==> src/rtl/crc32_pkg.sv <==
// Shared constants and state type for the streaming CRC-32 engine.
// Reflected PNG/zlib CRC-32: poly 0xEDB88320, init and final XOR all ones.
package crc32_pkg;

    localparam logic [31:0] CRC32_POLY_REF = 32'hEDB88320;
    localparam logic [31:0] CRC32_INIT     = 32'hFFFFFFFF;
    localparam logic [31:0] CRC32_XOROUT   = 32'hFFFFFFFF;

    typedef enum logic {
        IDLE = 1'b0,
        RUN  = 1'b1
    } state_t;

endpackage

==> src/rtl/crc32_stream_if.sv <==
// Beat and result signals of the CRC-32 engine; master drives beats, slave is the engine.
interface crc32_stream_if #(
    parameter int DATA_WD = 32,
    parameter int CNT_WD  = 32
);
    logic                   start_i;
    logic                   val_i;
    logic [DATA_WD-1:0]     dat_i;
    logic [DATA_WD/8-1:0]   keep_i;
    logic                   lst_i;
    logic                   busy_o;
    logic                   done_o;
    logic                   val_o;
    logic [31:0]            dat_o;
    logic [CNT_WD-1:0]      cnt_o;

    modport master (
        output start_i, val_i, dat_i, keep_i, lst_i,
        input  busy_o, done_o, val_o, dat_o, cnt_o
    );

    modport slave (
        input  start_i, val_i, dat_i, keep_i, lst_i,
        output busy_o, done_o, val_o, dat_o, cnt_o
    );
endinterface

==> src/rtl/crc32_byte_step.sv <==
// Combinational reflected CRC-32 update for one byte, LSB first.
module crc32_byte_step
    import crc32_pkg::*;
(
    input  logic [31:0] crc_in,
    input  logic [7:0]  byte_in,
    output logic [31:0] crc_out
);

    logic [31:0] c;

    always_comb begin
        c = crc_in ^ {24'h000000, byte_in};
        for (int b = 0; b < 8; b++) begin
            c = c[0] ? ((c >> 1) ^ CRC32_POLY_REF) : (c >> 1);
        end
        crc_out = c;
    end

endmodule

==> src/rtl/crc32_stream.sv <==
// Streaming CRC-32 engine: 1..8 bytes per beat, byte mask on the last beat,
// returns the post-XORed CRC and byte count one cycle after the last beat.
//
//   state | meaning
//   IDLE  | no message open; beats ignored unless start_i
//   RUN   | message open; every valid beat is folded in
module crc32_stream
    import crc32_pkg::*;
#(
    parameter int DATA_WD = 32,
    parameter int CNT_WD  = 32
) (
    input  logic           clk,
    input  logic           rstn,
    crc32_stream_if.slave  bus
);

    localparam int LANES = DATA_WD / 8;

    state_t             state_q, state_d;
    logic [31:0]        crc_q, crc_d;
    logic [CNT_WD-1:0]  cnt_q, cnt_d;
    logic               done_q, done_d;
    logic [31:0]        res_crc_q, res_crc_d;
    logic [CNT_WD-1:0]  res_cnt_q, res_cnt_d;

    logic               proc;
    logic [LANES-1:0]   lane_use;
    logic [31:0]        crc_base;
    logic [31:0]        crc_chain;
    logic [CNT_WD-1:0]  cnt_base;
    logic [CNT_WD-1:0]  nbytes;

    // start_i restarts the message, so a same-cycle beat folds into the init value
    assign proc     = bus.val_i && ((state_q == RUN) || bus.start_i);
    assign lane_use = bus.lst_i ? bus.keep_i : '1;
    assign crc_base = bus.start_i ? CRC32_INIT : crc_q;
    assign cnt_base = bus.start_i ? '0 : cnt_q;

    for (genvar g = 0; g < LANES; g++) begin : g_lane
        logic [31:0] c_in;
        logic [31:0] c_step;
        logic [31:0] c_out;

        if (g == 0) begin : g_first
            assign c_in = crc_base;
        end else begin : g_next
            assign c_in = g_lane[g-1].c_out;
        end

        crc32_byte_step u_step (
            .crc_in  (c_in),
            .byte_in (bus.dat_i[8*g +: 8]),
            .crc_out (c_step)
        );

        assign c_out = lane_use[g] ? c_step : c_in;
    end

    assign crc_chain = g_lane[LANES-1].c_out;

    always_comb begin
        nbytes = '0;
        for (int i = 0; i < LANES; i++) begin
            nbytes = nbytes + CNT_WD'(lane_use[i]);
        end
    end

    always_comb begin
        state_d   = state_q;
        crc_d     = crc_q;
        cnt_d     = cnt_q;
        done_d    = 1'b0;
        res_crc_d = res_crc_q;
        res_cnt_d = res_cnt_q;

        case (state_q)
            IDLE:    if (bus.start_i) state_d = RUN;
            RUN:     state_d = RUN;
            default: state_d = IDLE;
        endcase

        if (bus.start_i) begin
            crc_d = CRC32_INIT;
            cnt_d = '0;
        end

        if (proc) begin
            crc_d = crc_chain;
            cnt_d = cnt_base + nbytes;
            if (bus.lst_i) begin
                state_d   = IDLE;
                done_d    = 1'b1;
                res_crc_d = crc_chain ^ CRC32_XOROUT;
                res_cnt_d = cnt_base + nbytes;
                crc_d     = CRC32_INIT;
                cnt_d     = '0;
            end
        end
    end

    always_ff @(posedge clk or negedge rstn) begin
        if (!rstn) begin
            state_q   <= IDLE;
            crc_q     <= CRC32_INIT;
            cnt_q     <= '0;
            done_q    <= 1'b0;
            res_crc_q <= '0;
            res_cnt_q <= '0;
        end else begin
            state_q   <= state_d;
            crc_q     <= crc_d;
            cnt_q     <= cnt_d;
            done_q    <= done_d;
            res_crc_q <= res_crc_d;
            res_cnt_q <= res_cnt_d;
        end
    end

    assign bus.busy_o = (state_q == RUN);
    assign bus.done_o = done_q;
    assign bus.val_o  = done_q;
    assign bus.dat_o  = res_crc_q;
    assign bus.cnt_o  = res_cnt_q;

endmodule

==> src/flat_wrapper.sv <==
// flat-port wrapper written by rule: the top's interface ports become plain ports
module crc32_stream_flat import crc32_pkg::*;
#(
    parameter int DATA_WD = 32,
    parameter int CNT_WD  = 32
)
  (clk, rstn, bus_start_i, bus_val_i, bus_dat_i, bus_keep_i, bus_lst_i, bus_busy_o, bus_done_o, bus_val_o, bus_dat_o, bus_cnt_o);
  crc32_stream_if #(.DATA_WD(DATA_WD), .CNT_WD(CNT_WD)) bus_i ();
  input  logic clk;
  input  logic rstn;
  input wire logic [$bits(bus_i.start_i)-1:0] bus_start_i;
  input wire logic [$bits(bus_i.val_i)-1:0] bus_val_i;
  input wire logic [$bits(bus_i.dat_i)-1:0] bus_dat_i;
  input wire logic [$bits(bus_i.keep_i)-1:0] bus_keep_i;
  input wire logic [$bits(bus_i.lst_i)-1:0] bus_lst_i;
  output wire logic [$bits(bus_i.busy_o)-1:0] bus_busy_o;
  output wire logic [$bits(bus_i.done_o)-1:0] bus_done_o;
  output wire logic [$bits(bus_i.val_o)-1:0] bus_val_o;
  output wire logic [$bits(bus_i.dat_o)-1:0] bus_dat_o;
  output wire logic [$bits(bus_i.cnt_o)-1:0] bus_cnt_o;
  assign bus_i.start_i = bus_start_i;
  assign bus_i.val_i = bus_val_i;
  assign bus_i.dat_i = bus_dat_i;
  assign bus_i.keep_i = bus_keep_i;
  assign bus_i.lst_i = bus_lst_i;
  assign bus_busy_o = bus_i.busy_o;
  assign bus_done_o = bus_i.done_o;
  assign bus_val_o = bus_i.val_o;
  assign bus_dat_o = bus_i.dat_o;
  assign bus_cnt_o = bus_i.cnt_o;
  crc32_stream #(.DATA_WD(DATA_WD), .CNT_WD(CNT_WD)) u_core (.clk(clk), .rstn(rstn), .bus(bus_i));
endmodule
==> config.mk <==
export PLATFORM = sky130hd
export DESIGN_NAME = crc32_stream_flat
export DESIGN_NICKNAME = d
export VERILOG_FILES = /design/src/rtl/crc32_pkg.sv /design/src/rtl/crc32_stream_if.sv /design/src/rtl/crc32_byte_step.sv /design/src/rtl/crc32_stream.sv /design/src/flat_wrapper.sv
export SDC_FILE = /design/constraint.sdc
export NUM_CORES = 1
export LEC_CHECK = 0
export CORE_MARGIN = 5
export CORE_UTILIZATION = 25
export CTS_CLUSTER_SIZE = 30
export DETAILED_ROUTE_END_ITERATION = 8
export GPL_TIMING_DRIVEN = 0
export PLACE_DENSITY = 0.48
export SLEW_MARGIN = 30
export SYNTH_ARGS = -nofsm -noshare
export SYNTH_HDL_FRONTEND = slang
export SYNTH_HIERARCHICAL = 1
export SYNTH_SLANG_ARGS = --single-unit
==> constraint.sdc <==
create_clock -name clk -period 16.3 [get_ports clk]
set_clock_uncertainty 0.05 [all_clocks]
set_input_delay 4.89 -clock clk [delete_from_list [all_inputs] [get_ports clk]]
set_output_delay 4.89 -clock clk [all_outputs]
set_load 0.02 [all_outputs]
After elaboration in Yosys (flattened, before gate mapping)

Cells that the tools add are included.

Output and inout bits: 67
Flip-flop bits (word level): 130
Bits of input ports: 41
Word-level logic and storage cells: 100

Muxes and demuxes: 49
Reductions and logical operators: 3
$add $sub $neg: 4
Bitwise operators: 38

Operators by type and width:

| cell              | count |
|---|---|
| $mux 32           | 42 |
| $not 13->14       | 32 |
| $xor 32x8->32     | 4 |
| $add 32x1->32     | 2 |
| $add 32x32->32    | 1 |
| $not 32->32       | 1 |
| $mux 1            | 5 |
| $mux 4            | 1 |
| $add 1x1->2       | 1 |
| $pmux 1 s2        | 1 |
| $reduce_and 2->1  | 1 |
| $logic_and 1x1->1 | 1 |
| $logic_or 1x1->1  | 1 |
| $not 1->1         | 1 |

Longest topological paths before layout

Gate-level depths: netlist of the first run.

Word-level depth: 75
Mapped depth: 27
Gate-level depth less buffers: 23

Cells and area by module

Netlist of the first run, hierarchy kept.

Modules (own cells, without submodules):

| module          | cells an instance | instances | seq. area each (µm²) | area each (µm²) |
|---|---|---|---|---|
| crc32_stream    | 1,006             | 1         | 3,293.2              | 8,015.2 |
| crc32_byte_step | 63                | 4         | 0.0                  | 1,013.5 |

Worst setup path after synthesis of the first run

OpenSTA, ideal clock, no wires.

Kind: input to register
Start point: in bus_start_i
End point: reg u_core.res_crc_q[25], in the netlist u_core/bus.dat_o[25]
Arrival: 10.270 ns
Library setup time: 0.082 ns
Cell stages on the path: 27
Data required time: 16.168 ns
Buffers on the path: 4
Path slack: 5.898 ns
Path through: buf_6 > buf_2 > buf_2 > buf_2 > nor2_1 > inv_1 > xnor2_2 > xnor2_2 > xor3_1 > inv_1 > mux2i_1 > xnor2_4 > xnor3_1 > xor2_1 > nand2_1 > nand2_1 > xnor2_2 > xnor2_2 > xor3_1 > nor2_1 > a31oi_1 > xnor2_4 > xnor3_1 > xor3_1 > nand3_1 > o21ai_0 > a31oi_1

Elaborated cells on any way between the ends: 74
Those cells by class: mux (37); bitwise (34); reduce/logical (3)

RTL lines:

| what                            | line                  | RTL |
|---|---|---|
| from (decl)                     | flat_wrapper.sv:11    | `input wire logic [$bits(bus_i.start_i)-1:0] bus_start_i;` |
| $mux 32 *                       | crc32_stream.sv:37    | `assign crc_base = bus.start_i ? CRC32_INIT : crc_q;` |
| net u_core.crc_base[7]          | crc32_stream.sv:29    | `logic [31:0] crc_base;` |
| $xor 32x8->32 *                 | crc32_byte_step.sv:13 | `c = crc_in ^ {24'h000000, byte_in};` |
| $mux 32 *                       | crc32_byte_step.sv:15 | `c = c[0] ? ((c >> 1) ^ CRC32_POLY_REF) : (c >> 1);` |
| $not 13->14 (no source line)    | n/a                   |  |
| $mux 32 * (7 in series)         | crc32_byte_step.sv:15 |  |
| net u_core.g_lane[0].c_step[5]  | crc32_stream.sv:42    | `logic [31:0] c_step;` |
| $mux 32 *                       | crc32_stream.sv:57    | `assign c_out = lane_use[g] ? c_step : c_in;` |
| net u_core.g_lane[0].c_out[5]   | crc32_stream.sv:43    | `logic [31:0] c_out;` |
| (+10 left out)                  | n/a                   |  |
| net u_core.g_lane[1].c_step[7]  | crc32_stream.sv:42    |  |
| (+1 left out)                   | n/a                   |  |
| net u_core.g_lane[1].c_out[7]   | crc32_stream.sv:43    |  |
| (+10 left out)                  | n/a                   |  |
| net u_core.g_lane[2].c_step[5]  | crc32_stream.sv:42    |  |
| (+1 left out)                   | n/a                   |  |
| net u_core.g_lane[2].c_out[5]   | crc32_stream.sv:43    |  |
| $xor 32x8->32 *                 | crc32_byte_step.sv:13 |  |
| $mux 32 * (6 in series)         | crc32_byte_step.sv:15 |  |
| $not 13->14 (no source line)    | n/a                   |  |
| $mux 32 * (2 in series)         | crc32_byte_step.sv:15 |  |
| net u_core.g_lane[3].c_step[25] | crc32_stream.sv:42    |  |
| $mux 32 *                       | crc32_stream.sv:57    |  |
| $not 32->32 (no source line) *  | n/a                   |  |
| to (signal assigned)            | crc32_stream.sv:115   | `res_crc_q <= res_crc_d;` |
| to (decl)                       | crc32_stream.sv:24    | `logic [31:0] res_crc_q, res_crc_d;` |

Mark *: on every way through the listed nets, which the timed path passes. The rest lies on a longest branch.
A chain may end at the register's enable or synchronous reset.

Worst setup path after layout of the first run

Start point: in bus_start_i
End point: reg u_core.crc_q[4]

Elaborated cells on any way between the ends: 72
Those cells by class: mux (39); bitwise (31); reduce/logical (2)

RTL lines:

| what                           | line                  | RTL |
|---|---|---|
| $mux 32 *                      | crc32_stream.sv:37    |  |
| net u_core.crc_base[4]         | crc32_stream.sv:29    |  |
| $xor 32x8->32 *                | crc32_byte_step.sv:13 |  |
| $mux 32 * (8 in series)        | crc32_byte_step.sv:15 |  |
| net u_core.g_lane[0].c_step[2] | crc32_stream.sv:42    |  |
| $mux 32 *                      | crc32_stream.sv:57    |  |
| net u_core.g_lane[0].c_out[2]  | crc32_stream.sv:43    |  |
| $xor 32x8->32 *                | crc32_byte_step.sv:13 |  |
| (+10 left out)                 | n/a                   |  |
| net u_core.g_lane[1].c_step[4] | crc32_stream.sv:42    |  |
| (+1 left out)                  | n/a                   |  |
| net u_core.g_lane[1].c_out[4]  | crc32_stream.sv:43    |  |
| (+9 left out)                  | n/a                   |  |
| net u_core.g_lane[2].c_step[2] | crc32_stream.sv:42    |  |
| (+1 left out)                  | n/a                   |  |
| net u_core.g_lane[2].c_out[2]  | crc32_stream.sv:43    |  |
| (+5 left out)                  | n/a                   |  |
| $mux 32 * (3 in series)        | crc32_byte_step.sv:15 |  |
| $not 13->14 (no source line)   | n/a                   |  |
| $mux 32 * (2 in series)        | crc32_byte_step.sv:15 |  |
| net u_core.g_lane[3].c_step[4] | crc32_stream.sv:42    |  |
| $mux 32 *                      | crc32_stream.sv:57    |  |
| $mux 32 *                      | crc32_stream.sv:91    | `if (bus.lst_i) begin` |
| $mux 32 *                      | crc32_stream.sv:88    | `if (proc) begin` |
| net u_core.crc_d[4]            | crc32_stream.sv:21    | `logic [31:0] crc_q, crc_d;` |
| to (signal assigned)           | crc32_stream.sv:112   | `crc_q <= crc_d;` |
| to (decl)                      | crc32_stream.sv:21    |  |

Marks and branches as above.

==> flow_summary.toml, run 1 <==
[outcome]
status = "complete, no violations"

[place]
hpwlAfterDp_um = 34200
portBuffers = 105
gp_congestion = 0.890

[critical_path]
slowest_stage = "a31oi_1"
reg2reg_depth = 22
cp_max_fo = 10
cp.depth = 25
cp_common_cell = "xnor2_4"
end_kind = "flip-flop"
worst_setup_path_start_kind = "input port"
max_stage_delay_ns = 0.63
arrival_ns = 12.19
worstPathRequired_ns = 16.59
crit_family = "XOR/XNOR gates"
crit_type = "in2reg"
worst-path-buf-inv = 5

[logic_synthesis]
synth_edf_count = 0
synth.yosys.seq_area_share_pct = 27.3
synth_top_area_share_pct = 20.3
synth.net_count = 1303
synthesis.area_sq_um = 12100
synth-seq-cells = 130
synthFlopType = "dfrtp_1"
synthTopCellsByArea = "dfrtp_1, xnor3_1, xnor2_4"
synthCells = 1258
synth_cell_types = 67
synth_area_per_cell_sq_um = 9.59
synthArstFlopShare_pct = 100
yosys_warnings = 6
yosysTopAreaCell = "dfrtp_1"

[die]
pin_count = 108
rows = 80
coreArea_sq_um = 47700
initial_core_util_pct = 25.3
die-area_sq_um = 52800
die_h_um = 230
die_x_um = 230

[cts]
root_buffer = "clkbuf_16"
cts_made_buffers = 17
htree_levels = 4
cts_hold_buf = 0
cts_resized = 0
clock_latency_ns = 0.43
cts_setup_buffers = 0
cts_tree = "built"
clkSlewWorstSetupHoldPaths_ns = 0.06
cts_buffer_depth = 2
cts.sinks = 130

[route]
wl_per_cell_um = 21.2
drc = 0
ant_nets = 0
wirelength_um = 42600
route.vias.total = 9563
first_pass_iters = 5
initialDrtViolationCount = 722
viasPerCell = 4.76

[global_route]
grtUsageTotal_pct = 15.9
overflow = 0
grt_pass1_wl_um = 64000
grt_max_degree = 79
antenna_found_initial = 0
first_global_vias = 9736

[layout]
final_cell_mix = "nand2_1, xnor2_1, clkdlybuf4s50_1, dfrtp_1, nor2_1"
final_common_cell = "nand2_1"
drive_gt1_share_pct = 11.2
area_delta_synth_final_pct = 20.3
seqCellArea_sq_um = 3290
antennaDiodeCount = 0
nNetsFinal = 1428
nFillCells = 5005
multi_input_area_sq_um = 8150

[sta]
setup_viol = 0
setup-tns-final_ns = 0
slew_viol_final = 0
final_hold_viol_count = 0
slew_headroom_pct = 39.5
rsz0062_at_grt = "false"
worst_slew_pin_slew_ns = 0.883
fin_crit_sh_pct = 73.0
fmax_ghz = 0.0840
fin_crit_ns = 11.90

[job]
cap_viol_max_count = 0

[hold_path]
hold_path_class = "reg2reg"
hold_depth = 2
flip-flops by register name (all words and copies together), names as in the netlist:
| register | cells |
|---|---|
| u_core/bus.cnt_o | 32 |
| u_core/bus.dat_o | 32 |
| u_core/cnt_q | 32 |
| u_core/crc_q | 32 |
| u_core/bus.busy_o | 1 |
| u_core/bus.done_o | 1 |
cell usage after synthesis (3+ instances only):
| cell | instances |
|---|---|
| nand2b_1 | 4 |
| buf_1 | 14 |
| o31ai_1 | 3 |
| nor4_1 | 4 |
| or3_1 | 3 |
| xor2_1 | 32 |
| buf_2 | 17 |
| or2_2 | 3 |
| nor3_1 | 48 |
| a221o_1 | 4 |
| xnor2_2 | 9 |
| and4b_1 | 4 |
| fa_1 | 3 |
| xor3_1 | 20 |
| nor2_1 | 88 |
| o21ai_1 | 9 |
| xnor3_1 | 56 |
| nand2_1 | 172 |
| xnor2_1 | 113 |
| xor2_2 | 8 |
| and3_1 | 3 |
| o22ai_1 | 7 |
| a21oi_1 | 35 |
| clkbuf_1 | 47 |
| mux2_2 | 3 |
| nand4b_1 | 3 |
| mux2i_1 | 47 |
| nor2b_1 | 26 |
| o21a_1 | 3 |
| nor4_2 | 5 |
| a31oi_1 | 64 |
| dfrtp_1 | 98 |
| nand4_1 | 7 |
| xnor2_4 | 36 |
| nand3_1 | 48 |
| dfstp_2 | 32 |
| inv_1 | 76 |
| nor3b_1 | 4 |
| o21ai_0 | 65 |
layout make-up:
type | instances | area share [%]
Clock inverter | 13 | 1.04
Multi-Input combinational cell | 971 | 56.2
Sequential cell | 130 | 22.7
Tap cell | 615 | 5.30
Timing Repair Buffer | 106 | 7.46
Clock buffer | 19 | 3.05
Buffer | 80 | 2.29
Inverter | 77 | 1.99
worst reg2reg max path, cell delays in order (launching register included):
cell	delay, ns
dfstp_2	0.36
nor2_1	0.20
inv_1	0.15
xnor2_4	0.39
xor2_2	0.39
xnor2_1	0.18
inv_1	0.06
mux2i_1	0.54
xnor2_4	0.29
xnor2_4	0.41
xnor3_1	0.42
nand2_1	0.10
nand2_1	0.14
xnor2_4	0.42
xor2_2	0.40
xnor2_1	0.17
nor2_1	0.06
a31oi_1	0.63
xnor2_4	0.31
xnor2_4	0.40
xnor3_1	0.45
nor3_1	0.48
a21oi_1	0.09
metrics by stage:
step	area, sq um	hold WS (ns)	instances	worst slack [ns]	utilization [%]
after CTS	14500	0.435	2011	4.48	30.4
after global routing	14500	0.453	2011	4.13	30.4
after global placement	13900	0.416	1978	3.97	29.1
after floorplan	12100	0.503	1258	5.90	-
after detailed placement	13900	0.420	1979	4.04	29.2
final	14500	0.425	2011	4.40	30.4
final timing paths:
path,endpoint,slack (ns),from
max in group asynchronous,u_core/crc_q[15],11.09,rstn
max reg2reg,u_core/crc_q[4],9.11,u_core/crc_q[4]
max,u_core/crc_q[4],4.40,bus_start_i
min reg2reg,u_core/bus.cnt_o[2],0.43,u_core/bus.cnt_o[2]
min,u_core/bus.cnt_o[2],0.43,u_core/bus.cnt_o[2]
min in group asynchronous,u_core/bus.cnt_o[14],4.31,rstn
per-layer routing:
layer / up-vias / global-route usage [%] / wire length [um]
met1: 4678 / 21.5 / 18700
met3: 49 / 2.08 / 2060
met4: 0 / 4.26 / 980
li1: 4533 / - / -
met5: - / 0 / 0
met2: 303 / 27.1 / 20900
logic make-up (layout without fill, tap and decap cells):
kind of cell	after synthesis	count (layout)	share of synthesized area, %
AOI/OAI and AO/OA	203	203	9.83
adders and majority gates	4	4	0.601
buffers and inverters	157	295	5.15
muxes	50	50	4.18
xor gates and xnor gates	274	274	35.4
and+or+nand+nor	440	440	17.5
DFF	130	130	27.3
Power of run 1 is left out: the tool's default activity adds up to more than one toggle a clock period on the data nets, which glitch-free logic cannot reach.
==> run 2, diff against run 1 <==
==> constraint.sdc (replaced) <==
create_clock -name clk -period 12.2 [get_ports clk]
set_clock_uncertainty 0.05 [all_clocks]
set_input_delay 3.66 -clock clk [delete_from_list [all_inputs] [get_ports clk]]
set_output_delay 3.66 -clock clk [all_outputs]
set_load 0.02 [all_outputs]
==> results of run 2 <==
The final DEF is identical to that of run 1. Status: complete, no violations.
Main changes from that run: setup slack after placement 4.04 ns -> 1.17 ns; setup slack after layout 4.40 ns -> 1.53 ns; register-to-register setup slack 9.11 ns -> 5.01 ns
Power of run 2 is left out for the same reason.
